--- src/rtl/uart_frame_decoder_pkg.sv ---
// Shared definitions for the framed-message decoder: state encoding,
// default framing bytes and the error-code bit positions.
package uart_frame_decoder_pkg;

  // One-hot frame-decoder states
  typedef enum logic [4:0] {
    ST_IDLE = 5'b00001,
    ST_BCNT = 5'b00010,
    ST_BODY = 5'b00100,
    ST_CSUM = 5'b01000,
    ST_DONE = 5'b10000
  } state_e;

  localparam logic [7:0] DEF_SYNC_BYTE = 8'h7E;
  localparam logic [7:0] DEF_ESC_BYTE  = 8'hFE;

  // Bit positions inside the internal error vector
  localparam int ERR_OVERFLOW = 0;
  localparam int ERR_TIMEOUT  = 1;
  localparam int ERR_CHECKSUM = 2;
  localparam int ERR_DROP     = 3;
  localparam int ERR_W        = 4;

  // State entered once the payload is complete (or N = 0)
  function automatic state_e after_payload(input bit checksum_en);
    if (checksum_en) begin
      return ST_CSUM;
    end else begin
      return ST_DONE;
    end
  endfunction

endpackage

--- src/rtl/uart_frame_decoder_timeout.sv ---
// Inter-byte idle counter. Counts while enabled, clears on clr_i or when
// disabled, and flags the edge on which the count would reach TIMEOUT_CYCLES.
module frame_timeout_counter #(
  parameter int TIMEOUT_CYCLES = 1000
) (
  input  logic clk_i,
  input  logic rst_ni,
  input  logic clr_i,
  input  logic en_i,
  output logic tc_o
);

  localparam int CW = $clog2(TIMEOUT_CYCLES + 1);
  localparam logic [CW-1:0] TC_VAL = CW'(TIMEOUT_CYCLES - 1);

  logic [CW-1:0] cnt_q;
  logic [CW-1:0] cnt_d;

  assign tc_o = en_i && !clr_i && (cnt_q == TC_VAL);

  // Next count: restart on clear, disable or terminal count, else advance
  always_comb begin
    cnt_d = cnt_q;
    if (clr_i || !en_i || tc_o) begin
      cnt_d = '0;
    end else begin
      cnt_d = cnt_q + CW'(1);
    end
  end

  // Count register
  always_ff @(posedge clk_i or negedge rst_ni) begin
    if (!rst_ni) begin
      cnt_q <= '0;
    end else begin
      cnt_q <= cnt_d;
    end
  end

endmodule

--- src/rtl/uart_frame_decoder.sv ---
// Framed-message decoder: strips SYNC/ESC framing from a byte stream, checks
// length and optional XOR checksum, and holds the payload for a valid/ready
// consumer. Errors are reported as registered one-cycle pulses.
module uart_frame_decoder
  import uart_frame_decoder_pkg::*;
#(
  parameter int         MAX_BYTES      = 16,
  parameter int         TIMEOUT_CYCLES = 1000,
  parameter logic [7:0] SYNC_BYTE      = DEF_SYNC_BYTE,
  parameter logic [7:0] ESC_BYTE       = DEF_ESC_BYTE,
  parameter int         CHECKSUM_EN    = 1
) (
  input  logic                   clk_i,
  input  logic                   rst_ni,
  input  logic                   in_valid_i,
  input  logic [7:0]             in_data_i,
  input  logic                   msg_ready_i,
  output logic                   msg_valid_o,
  output logic [7:0]             msg_len_o,
  output logic [8*MAX_BYTES-1:0] msg_data_o,
  output logic                   busy_o,
  output logic                   err_overflow_o,
  output logic                   err_timeout_o,
  output logic                   err_checksum_o,
  output logic                   err_drop_o
);

  localparam logic [7:0] MAX_B  = 8'(MAX_BYTES);
  localparam bit         CSUM_ON = (CHECKSUM_EN != 0);

  state_e                        state_q, state_d;
  logic                          esc_q, esc_d;
  logic [7:0]                    len_q, len_d;
  logic [7:0]                    idx_q, idx_d;
  logic [7:0]                    acc_q, acc_d;
  logic [MAX_BYTES-1:0][7:0]     data_q, data_d;
  logic [ERR_W-1:0]              err_q, err_d;

  logic   busy_s;
  logic   tmo_s;
  logic   tmo_clr_s;
  state_e eff_state_s;

  assign busy_s    = (state_q == ST_BCNT) || (state_q == ST_BODY) || (state_q == ST_CSUM);
  assign tmo_clr_s = in_valid_i;

  frame_timeout_counter #(
    .TIMEOUT_CYCLES(TIMEOUT_CYCLES)
  ) u_tmo (
    .clk_i (clk_i),
    .rst_ni(rst_ni),
    .clr_i (tmo_clr_s),
    .en_i  (busy_s),
    .tc_o  (tmo_s)
  );

  // Next-state, payload capture and error selection
  always_comb begin
    state_d     = state_q;
    esc_d       = esc_q;
    len_d       = len_q;
    idx_d       = idx_q;
    acc_d       = acc_q;
    data_d      = data_q;
    err_d       = '0;
    // A handshaking DONE behaves like IDLE for any byte arriving with it
    eff_state_s = (state_q == ST_DONE) ? ST_IDLE : state_q;

    if (tmo_s) begin
      state_d             = ST_IDLE;
      esc_d               = 1'b0;
      err_d[ERR_TIMEOUT]  = 1'b1;
    end else if ((state_q == ST_DONE) && !msg_ready_i) begin
      // Message held: incoming bytes are dropped, escape state untouched
      if (in_valid_i) begin
        err_d[ERR_DROP] = 1'b1;
      end else begin
        err_d = '0;
      end
    end else begin
      if (state_q == ST_DONE) begin
        state_d = ST_IDLE;
      end else begin
        state_d = state_q;
      end

      if (in_valid_i) begin
        if (!esc_q && (in_data_i == ESC_BYTE)) begin
          esc_d = 1'b1;
        end else if (!esc_q && (in_data_i == SYNC_BYTE)) begin
          data_d  = '0;
          idx_d   = 8'd0;
          acc_d   = 8'd0;
          len_d   = 8'd0;
          state_d = ST_BCNT;
        end else begin
          esc_d = 1'b0;
          case (eff_state_s)
            ST_BCNT: begin
              acc_d = in_data_i;
              if (in_data_i > MAX_B) begin
                err_d[ERR_OVERFLOW] = 1'b1;
                state_d             = ST_IDLE;
              end else if (in_data_i == 8'd0) begin
                len_d   = in_data_i;
                state_d = after_payload(CSUM_ON);
              end else begin
                len_d   = in_data_i;
                state_d = ST_BODY;
              end
            end
            ST_BODY: begin
              for (int i = 0; i < MAX_BYTES; i++) begin
                if (idx_q == 8'(i)) begin
                  data_d[i] = in_data_i;
                end else begin
                  data_d[i] = data_q[i];
                end
              end
              idx_d = idx_q + 8'd1;
              acc_d = acc_q ^ in_data_i;
              if (idx_q == (len_q - 8'd1)) begin
                state_d = after_payload(CSUM_ON);
              end else begin
                state_d = ST_BODY;
              end
            end
            ST_CSUM: begin
              if (in_data_i == acc_q) begin
                state_d = ST_DONE;
              end else begin
                err_d[ERR_CHECKSUM] = 1'b1;
                state_d             = ST_IDLE;
              end
            end
            default: begin
              // IDLE: literal or escaped bytes outside a frame are discarded
              state_d = ST_IDLE;
            end
          endcase
        end
      end else begin
        esc_d = esc_q;
      end
    end
  end

  // State, payload and error pulse registers
  always_ff @(posedge clk_i or negedge rst_ni) begin
    if (!rst_ni) begin
      state_q <= ST_IDLE;
      esc_q   <= 1'b0;
      len_q   <= 8'd0;
      idx_q   <= 8'd0;
      acc_q   <= 8'd0;
      data_q  <= '0;
      err_q   <= '0;
    end else begin
      state_q <= state_d;
      esc_q   <= esc_d;
      len_q   <= len_d;
      idx_q   <= idx_d;
      acc_q   <= acc_d;
      data_q  <= data_d;
      err_q   <= err_d;
    end
  end

  assign msg_valid_o    = (state_q == ST_DONE);
  assign busy_o         = busy_s;
  assign msg_len_o      = len_q;
  assign msg_data_o     = data_q;
  assign err_overflow_o = err_q[ERR_OVERFLOW];
  assign err_timeout_o  = err_q[ERR_TIMEOUT];
  assign err_checksum_o = err_q[ERR_CHECKSUM];
  assign err_drop_o     = err_q[ERR_DROP];

endmodule

--- config.mk ---
export PLATFORM = sky130hd
export DESIGN_NAME = uart_frame_decoder
export DESIGN_NICKNAME = d
export VERILOG_FILES = /design/src/rtl/uart_frame_decoder_pkg.sv /design/src/rtl/uart_frame_decoder_timeout.sv /design/src/rtl/uart_frame_decoder.sv
export SDC_FILE = /design/constraint.sdc
export NUM_CORES = 1
export LEC_CHECK = 0
export BUFFER_PORTS_ARGS = -buffer_cell sky130_fd_sc_hd__buf_2
export CAP_MARGIN = 20
export CORE_ASPECT_RATIO = 0.8
export CORE_UTILIZATION = 55
export DETAILED_ROUTE_END_ITERATION = 8
export GPL_TIMING_DRIVEN = 0
export MAX_ROUTING_LAYER = met4
export PLACE_DENSITY = 0.89
export SLEW_MARGIN = 10
export SYNTH_ARGS = -nofsm -noshare
export SYNTH_HDL_FRONTEND = slang
export SYNTH_HIERARCHICAL = 1
export SYNTH_SLANG_ARGS = --single-unit
--- constraint.sdc ---
create_clock -name clk_i -period 3.1 [get_ports clk_i]
set_input_delay 0.31 -clock clk_i [delete_from_list [all_inputs] [get_ports clk_i]]
set_output_delay 0.31 -clock clk_i [all_outputs]
set_load 0.02 [all_outputs]
==> out/summary.txt, run 1 <==
Status: finished clean
Crit path max fanout: 10
Pwr dens: 480 nW/um2
Ys async rst share: 100%
Setup violations, final: 0
Synthesized Nets: 740
Reg2reg setup slack: 0.11 ns
Fin nets: 913
Crit start category: flop
Req. time, crit path: 3.43 ns
Reg-to-reg startpoint: state_q[0]
Cell Count, Final, Fillers Out: 1092
Rel. slew slack: 36.1%
GR Overflow Total: 0
Sw Ratio: 25.4%
Vias per inst: 6.05
I/O Pins: 154
Worst IR drop on VDD: 0.614 mV
Layout cells sized above 1: 27.8%
First-pass GRT wire length: 35.6 mm
Worst Setup End Kind: flop
Clk_skew: 0.00895 ns
Max-slew violations: 0
Min Hold Slack: 0.211 ns
Clk_lat worst skew: 0.45 ns
DRT Wirelength: 22.5 mm
Post-DP HPWL: 14.4 mm
Vias in the first global route: 6602
Remaining DRCs: 0
Post-synthesis sequential area ratio: 53.1%
Fillers: 1000
Num CTS Buffers: 17
Pwr Total: 0.00477 W
WP data arrival: 3.32 ns
Comb power frac: 5.9%
# diodes: 0
Internal: 0.00356 W
Hold path startpoint: in_valid_i
Die width: 138 um
Layout Utilization: 69.3%
Least-Margin Pin Slew: 0.943 ns
Syn Inst Count: 722
Row count: 39
Syn Area/Cell: 11.2 um2
R2R depth: 10
I/O Buffers: 151
WHS Endpoint: esc_q
Reg-to-Reg End: msg_data_o[40]
Root Buffer: clkbuf_16
Synthesized area: 8110 um2
Yosys top cell area share: 52.7%
Area Overhead vs Synth: 22.5%
Die area: 15200 um2
Core area: 14300 um2
Yosys warning count: 6
GP Congestion: 0.880
FF+latch count, synth: 172
Hold Vio Cnt, Final: 0
Mean routed wirelength per cell: 20.6 um
Unique masters post-synth: 68
Cell taking the most area after synthesis: dfrtp_1
ANT nets after route: 0
Reg clk slew, reported paths: 0.07 ns
1st-pass router iterations: 7
Clock network power share: 46.0%
Initial antenna violation count: 0
Largest net degree at the start of global routing: 97
Fin crit period: 2.99 ns
Hold crit path type: in -> reg
Largest cells by area after synthesis: dfrtp_1, mux2i_1, nand2_1
Sw power: 0.00121 W
FMAX: 335 MHz
Flop pwr share: 48.0%
Placed cells: 1058
Die Ht: 111 um
Hold Path Cell Cnt: 2
Number of buffers on the longest clock path: 2
Main synth FF type: dfrtp_1
Fin crit share: 96.4%
1st-iter DRT viols: 698
Initial Util: 56.6%
TritonCTS clock tree: yes
Leak pwr: 5.67 nW
H-tree levels: 4
Total GRT Usage: 32.1%
Post-synth EDFFs: 0
Clk sink count: 172
Vias: 6609
Max-cap check violation count: 0
Critical path class: reg -> reg
-- cell families (layout without fill, tap and decap cells) --
family	Yosys count	after routing	share of synthesized area [%]
AND/OR/NAND/NOR	271	271	18.2
multiplexers	129	129	15.9
AO/OA/AOI/OAI	68	68	6.38
flip-flops	172	172	53.1
buffers and inverters	52	238	2.90
XOR/XNOR	24	24	2.59
adder cells (fa/ha/maj)	6	6	0.925
-- layout make-up --
cell class	count	area, um2	share of cell area [%]
clock buffer	17	425	4.28
inverter	12	45.0	0.453
buffer	40	209	2.10
sequential	172	4310	43.3
tap	184	230	2.32
multi-input combinational	498	3740	37.6
timing repair buffer	154	811	8.16
clock inverter	15	175	1.76
-- metrics by stage --
stage	TNS, ns	instance area [um2]	worst slack [ns]
floorplan	0	8110	0.0374
global placement	-206.39	9100	-0.923
detailed placement	-59.91	9140	-0.533
CTS	0	9920	0.00508
global route	-0.00794	9940	-0.00794
finish	0	9940	0.111
-- cells in the final DEF (no fill, tap or decap), types with 7 or more instances in the layout --
cell       instances
buf_2            162
and2_1             7
clkbuf_16         17
o21ai_0           18
nand2_1          136
inv_1             11
xnor2_1           14
clkbuf_1          16
mux2i_1          127
nor4_1            13
xor2_1            10
nor2_1            25
a32o_1            16
nand2b_1           7
dfrtp_1          171
nand3_1           14
nand4_4           15
-- how the worst max path moves through the flow --
stage / startpoint / to / slack (ns) / cells past startpoint
floorplan: state_q[0] / msg_data_o[0] / 0.04 / 10
global placement: rst_ni / msg_data_o[116] / -0.92 / 1
detailed placement: state_q[0] / msg_data_o[0] / -0.53 / 10
CTS: state_q[4] / msg_data_o[24] / 0.005 / 11
global route: state_q[4] / msg_data_o[115] / -0.008 / 13
finish: state_q[0] / msg_data_o[40] / 0.11 / 10
-- what timing repair did --
item | CTS | global route
hold buffers | 1 | 0
endpoints found under the hold margin | 94 | 0
pin swaps | 1 | 0
setup endpoints to repair | 148 | 138
buffers inserted | 1 | 0
resized for setup | 22 | 9
-- registers in the layout (all words and copies together), names as in the netlist --
register     flops
state_q          5
u_tmo/cnt_q     10
err_q            4
msg_data_o     128
acc_q            8
msg_len_o        8
idx_q            8
esc_q            1
-- power groups by stage --
stage | Clock [W] | Sequential [W] | Combinational (W)
CTS | 0.00220 | 0.00229 | 0.000277
global route | 0.00230 | 0.00229 | 0.000308
finish | 0.00220 | 0.00229 | 0.000283
floorplan | 0 | 0.00235 | 0.000114
detailed placement | 0 | 0.00233 | 0.000256
global placement | 0 | 0.00233 | 0.000245
-- per-layer routing --
layer  vias to the layer above  part of all wire (%)  track usage, %
li1                       2911                     -               -
met1                      3290                    40            40.9
met2                       324                    48            47.9
met3                        84                   8.0            8.03
met4                         0                   4.2            15.1
met5                         -                     0               -
-- worst max-delay path, stage by stage, from the launching register on --
cell	delay, ns
dfstp_2	0.58
nor2_1	0.07
nand3_2	0.21
nand3_2	0.18
nand2b_2	0.21
nor3_4	0.07
nand2b_1	0.21
a31oi_4	0.31
buf_2	0.38
nand4_4	0.29
a32o_1	0.37
-- Yosys cell counts (all sizes together), types with 2 or more instances --
library cell and count:
nor4 14, or4 3, o21ai 19, dfrtp 171, nand2b 8, nor2b 6
inv 11, xor2 10, nand4 21, and3 6, buf 23, a21oi 5
clkbuf 17, nand2 136, nand3 17, o31ai 4, or3 2, and2 8
a32o 16, or3b 2, mux2i 127, nor3b 2, ha 6, and4bb 2
a22o 2, xnor2 14, mux2 2, nor3 9, nand3b 4, a31oi 6
nor2 26, a22oi 3
Power figures use the tool's default switching activity.
==> inputs of run 2 (changes only) <==
Settings changed: CORE_ASPECT_RATIO 0.8 to not set, CTS_BUF_LIST set to sky130_fd_sc_hd__clkbuf_16.
==> run 2 against run 1 <==
  * Clock power shrank 2%
  * Total power shrank 0.87%
  * Non-clock buffer count grew 4
  * Count of clock-buffer cells in the layout unchanged
  * Clock skew increased by 0.0020 ns
==> out/summary.txt, run 2 (same netlist as run 1, synthesis figures left out) <==
Clk sink count: 172
Rel. slew slack: 47.6%
Clk_lat worst skew: 0.44 ns
Crit path to: msg_data_o[46]
Initial Util: 56.0%
Crit path max fanout: 10
Reg2reg setup slack: 0.1 ns
Most common cell after layout, fill and taps aside: dfrtp_1
Fin crit period: 3.00 ns
First-pass GRT wire length: 33.8 mm
1st-iter DRT viols: 542
GP Congestion: 0.891
Layout Utilization: 69.0%
Largest register FFs: 128
Clk_skew: 0.0110 ns
Total GRT Usage: 30.5%
Setup violations, final: 0
Largest net degree at the start of global routing: 114
Max stage delay cell, worst path: dfrtp_1
Reg-to-reg startpoint: state_q[4]
WP data arrival: 3.35 ns
DRT Wirelength: 21.8 mm
WP buf/inv: 3
FMAX: 333 MHz
Area Overhead vs Synth: 23.2%
Reg-to-Reg End: msg_data_o[46]
Post-DP HPWL: 14.5 mm
Num CTS Buffers: 17
Mean routed wirelength per cell: 19.9 um
GR Overflow Total: 0
Max-slew violations: 0
CP dominant cell by count: buf_2
Reg clk slew, reported paths: 0.07 ns
CP max stage delay: 0.35 ns
Critical path class: reg -> reg
Family with the most delay on the worst path: simple AND/OR/NAND/NOR gates
Post-place setup slack: -0.563 ns
Worst-path cell chain: buf_2 -> nor3_2 -> nand3b_1 -> nand3_2 -> nand2b_2 -> nor3_4 -> nand2b_1 -> a31oi_4 -> nand2_2 -> clkbuf_4 -> buf_2 -> nand2_1 -> mux2i_1
Status: finished clean
ANT nets after route: 0
R2R depth: 13
1st-pass router iterations: 5
Vias in the first global route: 6598
Most frequent cells in the layout: dfrtp_1, buf_2, nand2_1
Setup WS post-layout: 0.0960 ns
Leak pwr: 5.69 nW
TritonCTS clock tree: yes
Worst Setup SP: state_q[4]
H-tree levels: 4
Root Buffer: clkbuf_16
Fin nets: 917
Req. time, crit path: 3.45 ns
Vias per inst: 5.97
Layout cells sized above 1: 28.1%
Die area: 15200 um2
I/O Buffers: 151
Initial antenna violation count: 0
Min Hold Slack: 0.203 ns
Vias: 6548
Pwr dens: 473 nW/um2
Core area: 14500 um2
Pwr Total: 0.00473 W
Hold Vio Cnt, Final: 0
I/O Pins: 154
Hold crit path type: in -> reg
Crit start category: flop
# diodes: 0
Row count: 44
Die Ht: 123 um
Least-Margin Pin Slew: 0.780 ns
Worst IR drop on VDD: 0.397 mV
Die width: 123 um
Remaining DRCs: 0
CP Depth: 13
Number of buffers on the longest clock path: 2
Fin crit share: 96.9%
Max-cap check violation count: 0
Worst Setup End Kind: flop
==> run 2: how the worst min path moves through the flow <==
stage / from / endpoint / slack, ns / cells past startpoint
after CTS: in_valid_i / esc_q / 0.19 / 2
after global placement: msg_data_o[24] / msg_data_o[24] / 0.50 / 1
final: in_valid_i / esc_q / 0.20 / 2
after global routing: in_valid_i / esc_q / 0.21 / 2
after detailed placement: rst_ni / u_tmo/cnt_q[9] / 0.27 / 1
after floorplan: rst_ni / acc_q[0] / 0.01 / 0
==> run 2: metrics by stage <==
step | TNS, ns | instance area (um2) | std cells
6_report | 0 | 10000 | 1096
5_1_grt | -0.883 | 10000 | 1096
4_1_cts | -0.240 | 9890 | 1091
3_5_place_dp | -62.49 | 9140 | 1059
3_3_place_gp | -199.31 | 9100 | 1057
2_1_floorplan | 0 | 8110 | 722
==> run 2: layout make-up <==
type	count	area, um2
Buffer	39	204
Tap cell	184	230
Clock buffer	17	425
Sequential cell	172	4310
Timing Repair Buffer	159	846
Clock inverter	15	191
Inverter	12	45.0
Fill cell	1016	4480
Multi-Input combinational cell	498	3750
==> run 2: layer usage <==
layer / GRT usage [%] / up-vias / part of all wire, %
met2: 48.1 / 316 / 48
met5: - / - / 0
met3: 8.16 / 83 / 7.6
met4: 13.9 / 0 / 3.8
li1: - / 2927 / -
met1: 36.8 / 3222 / 40
==> run 2: where the power goes <==
group / internal, W / switching (W) / total [W]
combinational: 0.0000746 / 0.000207 / 0.000281
clock: 0.00110 / 0.00106 / 0.00216
sequential: 0.00227 / 0.0000223 / 0.00229
total: 0.00344 / 0.00129 / 0.00473
==> run 2: what timing repair did <==
item,CTS,global route
hold buffers,1,0
endpoints found under the hold margin,58,0
setup endpoints to repair,148,147
resized for setup,19,13
buffers inserted,0,5
pin swaps,1,3
